[src/rtl/sel_decode_pk.sv]
// Binary-to-one-hot select decoder for the shared-memory mux, with a dwell
// window after each accepted select and an out-of-range error pulse.
module sel_decode_pk #(
   parameter  int N         = 8,
   parameter  int HOLD      = 2,
   localparam int WIDTH_SEL = $clog2(N)
) (
   input  logic                 clk,
   input  logic                 rst,
   input  logic                 in_valid,
   output logic                 in_ready,
   input  logic [WIDTH_SEL-1:0] in_sel,
   input  logic                 release_sel,
   output logic [N-1:0]         out_new,
   output logic [N-1:0]         out_old,
   output logic                 out_valid,
   output logic                 change,
   output logic                 err
);

   localparam int CW = (HOLD > 0) ? $clog2(HOLD + 1) : 1;

   typedef enum logic {ST_IDLE, ST_HOLD} state_t;

   state_t         state, state_nx;
   logic [CW-1:0]  cnt, cnt_nx;
   logic           accept, sel_ok;
   logic [N-1:0]   dec;

   // release wins over any request in the same cycle
   assign in_ready = (state == ST_IDLE) && !release_sel;
   assign accept   = in_valid && in_ready;
   assign sel_ok   = 32'(in_sel) < N;

   always_comb begin
      dec = '0;
      for (int i = 0; i < N; i++)
         if (in_sel == WIDTH_SEL'(i)) dec[i] = 1'b1;
   end

   always_comb begin
      state_nx = state;
      cnt_nx   = cnt;
      if (release_sel) begin
         state_nx = ST_IDLE;
         cnt_nx   = '0;
      end else begin
         case (state)
            ST_IDLE:
               if (accept && sel_ok && (HOLD > 0)) begin
                  state_nx = ST_HOLD;
                  cnt_nx   = CW'(HOLD);
               end
            ST_HOLD:
               if (cnt <= CW'(1)) begin
                  state_nx = ST_IDLE;
                  cnt_nx   = '0;
               end else begin
                  cnt_nx = cnt - CW'(1);
               end
            default: begin
               state_nx = ST_IDLE;
               cnt_nx   = '0;
            end
         endcase
      end
   end

   always_ff @(posedge clk) begin
      if (rst) begin
         state <= ST_IDLE;
         cnt   <= '0;
      end else begin
         state <= state_nx;
         cnt   <= cnt_nx;
      end
   end

   always_ff @(posedge clk) begin
      if (rst) begin
         out_new   <= '0;
         out_old   <= '0;
         out_valid <= 1'b0;
         change    <= 1'b0;
         err       <= 1'b0;
      end else begin
         change <= 1'b0;
         err    <= 1'b0;
         if (release_sel) begin
            if (out_valid) begin
               out_old   <= out_new;
               out_new   <= '0;
               out_valid <= 1'b0;
            end
         end else if (accept) begin
            if (sel_ok) begin
               out_old   <= out_new;
               out_new   <= dec;
               out_valid <= 1'b1;
               change    <= (dec != out_new);
            end else begin
               err <= 1'b1;
            end
         end
      end
   end

endmodule

[config.mk]
export PLATFORM = sky130hd
export DESIGN_NAME = sel_decode_pk
export DESIGN_NICKNAME = d
export VERILOG_FILES = /design/src/rtl/sel_decode_pk.sv
export SDC_FILE = /design/constraint.sdc
export NUM_CORES = 1
export LEC_CHECK = 0
export CELL_PAD_IN_SITES_DETAIL_PLACEMENT = 1
export CELL_PAD_IN_SITES_GLOBAL_PLACEMENT = 1
export CORE_ASPECT_RATIO = 2
export CORE_MARGIN = 2
export CORE_UTILIZATION = 31
export CTS_CLUSTER_SIZE = 12
export DETAILED_ROUTE_END_ITERATION = 16
export MAX_ROUTING_LAYER = met4
export PLACE_DENSITY_LB_ADDON = 0.1
export SLEW_MARGIN = 0
export SYNTH_ARGS = -nofsm -noshare
export SYNTH_HDL_FRONTEND = slang
export SYNTH_SLANG_ARGS = --single-unit
[constraint.sdc]
create_clock -name clk -period 1.15 [get_ports clk]
set_input_delay 0.1725 -clock clk [delete_from_list [all_inputs] [get_ports clk]]
set_output_delay 0.1725 -clock clk [all_outputs]
set_load 0.02 [all_outputs]
# Word level (Yosys, flattened, before mapping)
# Index checks and enable logic that the tools add are counted.
# totals
inputBits,7
out_inout_bits,20
reg_bits,21
# op_classes
n_lt_le_gt_ge,1
n_reduce_logical,8
eq_ne,10
bitwise_logic,2
mux,20
n_addsub,1
# ops
op,count
two-way mux 8 bit,6
equality test 3 bit (second input constant),4
two-way mux 1 bit,10
!= test 8 bit,1
equality test 3 x 2 -> 1 bit (second input constant),2
two-way mux 2 bit,2
one-hot mux 2 bit (2 select lines),1
equality test 3 x 1 -> 1 bit (second input constant),1
zero test 3 bit,1
OR reduction 3 bit,1
less-or-equal comparator 2 x 1 -> 1 bit (second input constant),1
logical AND 1 bit,2
!= test 2 x 1 -> 1 bit (second input constant),1
!= test 2 bit (second input constant),1
inverter 1 bit,2
one-hot mux 1 bit (2 select lines),1
AND reduction 2 bit,1
nonzero test 2 bit,1
OR reduction 2 bit,1
subtractor 2 x 1 -> 2 bit (second input constant),1
zero test 1 bit,1

# Depth between registers and ports, before layout
# logic_depth
depth_word,5
ltp_mapped,5
depth_no_buf,4

# Worst setup path before layout
# Ideal clock, no wire load.
# synth_path
path_kind,flip-flop to flip-flop
start,register state
end,register out_new[1]
setup_ns,0.117
path_slack_ns,-0.163
stages_incl_launch_ff,6
t_arrival_ns,1.196
path_buffers,1
required_time_ns,1.033
path_cell_list,dfxtp_1 > nor2b_2 > mux2i_4 > nor2b_4 > buf_6 > a22o_1
# synth_between
elab_chain_cells,5
# synth_lines
element,line_no,text
"start, declared",25,"state_t state, state_nx;"
"start signal, assigned",74,state <= state_nx;
inverter 1 bit,n/a,
logical AND 1 bit,31,assign in_ready = (state == ST_IDLE) && !release_sel;
logical AND 1 bit,32,assign accept = in_valid && in_ready;
nonzero test 2 bit (no line),n/a,
AND reduction 2 bit (no line),n/a,
"end signal, assigned",81,out_new <= '0;
"end signal, assigned",92,out_new <= '0;
"end signal, assigned",98,out_new <= dec;
"end, declared",14,"output logic [N-1:0] out_new,"
# Every way passes these cells.
# A chain may end at the register's enable or synchronous reset.

# Worst setup path in the final report
# layout_path
start,register out_new[3]
end,register change
# layout_between
elab_chain_cells,1
# layout_lines
element,line_no,text
!= test 8 bit,100,change <= (dec != out_new);
"end signal, assigned",100,
"end, declared",17,"output logic change,"
# Every way passes these cells.

==> impl_metrics.csv <==
group,metric,value,unit
critical_path,critical_path_class,"reg -> reg",
placement,dpl.hpwl,2.442,mm
power_and_ir_drop,combPwrFrac,18.7,%
timing,setup_viol_count_final,1,
logic_synthesis,postSynthCellCount,102,
critical_path,critPathBufInv,1,
global_routing,grtUsageTotal,18.96,%
logic_synthesis,netlist_area,964.7,µm²
layout,final_cells,191,
clock_network,cts_inserted_buffers,3,
global_routing,antenna_found_initial,0,
detailed_routing,vias_per_cell,5.136,
clock_network,insertion_delay,0.26,ns
logic_synthesis,synth_edf_count,0,
critical_path,crit_fanout,4,
critical_path,r2r_slack,-0.02,ns
clock_network,ctsLongestPathBuffers,2,
global_routing,grt_remaining_overflow,0,
logic_synthesis,synth_top_cell_area_share,43.58,%
critical_path,critical_path.startpoint_type,"flop",
timing,finClkSkew,0.003332,ns
detailed_routing,dr_total_vias,981,
power_and_ir_drop,p_int,1130,µW
placement,dp_cells,183,
timing,fmax,852.7,MHz
die,die-area,3601,µm²
detailed_routing,drc,0,
power_and_ir_drop,power.switching,402.6,µW
power_and_ir_drop,p_leak,0.0007575,µW
logic_synthesis,synth_ff_type,"dfxtp_1",
logic_synthesis,synth_nets,109,
detailed_routing,drt_wl_total,3.102,mm
run_status,status,"finished, violations left",
layout,nFillCells,364,
global_routing,grt_pass1_wl,5.099,mm
run_status,violations,"negative setup slack",
die,initial_core_util,32.39,%
critical_path,critPathLaunch,"out_new[3]",
logic_synthesis,ys_seq_area_share,43.58,%
placement,place.gp.congestion,0.8521,
timing,grt_setup_unrepaired,"yes",
job,cap_violations,0,
critical_path,end_kind,"flop",
critical_path,cp.arrival,1.32,ns
power_and_ir_drop,swShare,26.27,%
global_routing,grt_pass1_vias,1072,
power_and_ir_drop,clkPwrFrac,32.4,%
logic_synthesis,syn-mean-instance-area,9.458,µm²
clock_network,htree_levels,1,
logic_synthesis,synth_cell_types,37,
timing,finalWorstPathRequiredPeriod,1.173,ns
logic_synthesis,synth_area_leaders,"dfxtp_1, mux2i_1, nor2_1, a22o_1, a32oi_1",
die,die_w,43.45,µm
die,std_cell_rows,28,
layout,syn_to_final_growth,60.96,%
clock_network,postCtsHoldBufs,0,
detailed_routing,final_antenna_net_count,0,
layout,diodes,0,
critical_path,worst-path-stages,4,
placement,port_buffers,25,
layout,finish.utilization,52.14,%
logic_synthesis,yosysTopAreaCell,"dfxtp_1",
clock_network,cts.sinks,21,
critical_path,crit_required,1.29,ns
timing,fin_ws,-0.02271,ns
die,core_area,2978,µm²
critical_path,reg2regPathDepth,4,
logic_synthesis,synth_async_sr_flop_share,0,%
critical_path,timing.rr.start,"out_new[3]",
clock_network,clkTransAtPathRegs,0.08,ns
timing,slew_violations,0,
timing,fin_crit_sh,102.0,%
clock_network,root_buffer,"clkbuf_8",
global_routing,grt_max_degree,13,
layout,layout-drive-gt1-share,40.99,%
critical_path,r2r-end,"change",
detailed_routing,drtIter0Drc,19,
detailed_routing,dr.pass1.iters,4,
timing,final-hold-violation-count,0,
critical_path,crit_path_end,"change",
clock_network,cts_tree,"yes",
logic_synthesis,ys_seq_elements,21,
power_and_ir_drop,ir_drop,0.5116,mV
logic_synthesis,yosys_warnings,0,
critical_path,critPathMaxStageDelay,0.34,ns
critical_path,critPathTopFamily,"compound AO/OA/AOI/OAI gates",
critical_path,crit_chain,"buf_6 -> a2111o_1 -> a32oi_1 -> a31oi_1",
worst_hold_path,hold_path_class,"in -> reg",
power_and_ir_drop,power_frac_seq,48.9,%
layout,final_nets,169,
die,fp.dieH,82.89,µm
power_and_ir_drop,power.density,987.0,nW/µm²
detailed_routing,wire_per_inst,16.24,µm
power_and_ir_drop,power,1533,µW
die,io_pins,27,
critical_path,crit_path_top_delay_cell,"dfxtp_2",
==> stage by stage <==
stage          setup slack (ns)  hold slack, ns  instance area, µm²  TNS (ns)
2_1_floorplan          -0.07728          0.2518                1001   -0.6220
3_3_place_gp            -0.5891          0.4761                1476    -8.474
3_5_place_dp            -0.6521          0.4924                1476    -8.718
4_1_cts                -0.02079          0.4387                1544  -0.03036
5_1_grt                -0.07768          0.2949                1553   -0.8992
6_report               -0.02271          0.2644                1553  -0.02271
==> metal layers <==
| metal | vias to the layer above | global-route usage, % | part of all wire, % |
|---|---|---|---|
| met1 | 473 | 18.54 | 36 |
| met4 | 0 | 12.40 | 3.5 |
| li1 | 478 | - | - |
| met2 | 22 | 33.38 | 58 |
| met5 | - | - | 0 |
| met3 | 8 | 1.739 | 2.6 |
==> synth_stat cells, types with 2 or more instances <==
library cell	n
inv_1	4
nor3_1	2
mux2i_1	8
nor2b_1	3
buf_2	2
clkbuf_1	2
nand2_1	4
nand3_1	3
nand2b_1	2
nor2_1	17
a22o_1	6
a21oi_1	2
dfxtp_1	21
a32oi_1	3
==> how the worst min path moves through the flow <==
stage	startpoint	cells after the start	slack [ns]	endpoint
3_3_place_gp	out_old[7]	2	0.48	out_old[7]
6_report	in_sel[1]	2	0.26	out_new[6]
4_1_cts	in_sel[2]	2	0.44	out_new[6]
3_5_place_dp	out_new[7]	1	0.49	out_new[7]
5_1_grt	in_sel[1]	2	0.29	out_new[6]
2_1_floorplan	release_sel	1	0.25	cnt[0]
==> placed cells by master, fill, tap and decap left out, types with 2 or more instances in the layout <==
| master | n |
|---|---|
| inv_1 | 3 |
| dfxtp_1 | 13 |
| buf_4 | 34 |
| clkbuf_8 | 3 |
| nand2b_1 | 2 |
| clkbuf_2 | 3 |
| buf_6 | 2 |
| dlygate4sd2_1 | 12 |
| nand2_1 | 4 |
| dfxtp_2 | 6 |
| mux2i_1 | 7 |
| nor2b_4 | 3 |
| nor2_1 | 16 |
| nand3_1 | 3 |
| clkdlybuf4s15_1 | 5 |
| clkdlybuf4s15_2 | 3 |
| dfxtp_4 | 2 |
| a21oi_1 | 2 |
| nor3_1 | 2 |
| a32oi_1 | 3 |
| a22o_1 | 6 |
==> worst register-to-register path, cell delays in order (launching register included) <==
cell and delay [ns]:
dfxtp_2 0.34, buf_6 0.12, a2111o_1 0.29, a32oi_1 0.20, a31oi_1 0.10
==> power by group through the flow <==
stage | combinational, µW | sequential (µW) | clock (µW)
3_3_place_gp | 276 | 767 | 0
6_report | 286 | 749 | 497
3_5_place_dp | 284 | 768 | 0
4_1_cts | 285 | 751 | 507
5_1_grt | 309 | 751 | 529
2_1_floorplan | 135 | 780 | 0
==> kinds of logic after synthesis <==
family	Yosys count	synth area share, %
other	1	0.3887
and+or+nand+nor	39	21.40
AOI/OAI and AO/OA	21	17.51
buffers and inverters	10	5.318
muxes	10	11.80
DFF	21	43.58
==> cell type report <==
class	count	area, µm²	share of cell area, %
multi-input combinational	71	521.8	33.60
timing repair buffer	61	496.7	31.99
sequential	21	435.4	28.04
clock buffer	3	41.29	2.659
tap	30	37.54	2.417
inverter	4	15.01	0.9670
clock inverter	1	5.005	0.3223
==> repair_timing <==
| item | CTS | global route |
|---|---|---|
| pin swaps | 3 | 7 |
| gates cloned | 0 | 0 |
| resized for setup | 44 | 14 |
| buffers inserted | 2 | 2 |
| endpoints found under the hold margin | 0 | 0 |
| endpoints found under the setup margin | 36 | 25 |
==> sequential cells by signal (all words and copies together) (netlist names) <==
| register | flops |
|---|---|
| state | 1 |
| out_old | 8 |
| change | 1 |
| out_new | 8 |
| cnt | 2 |
| out_valid | 1 |
No activity file was read; power rests on OpenSTA's default activity.
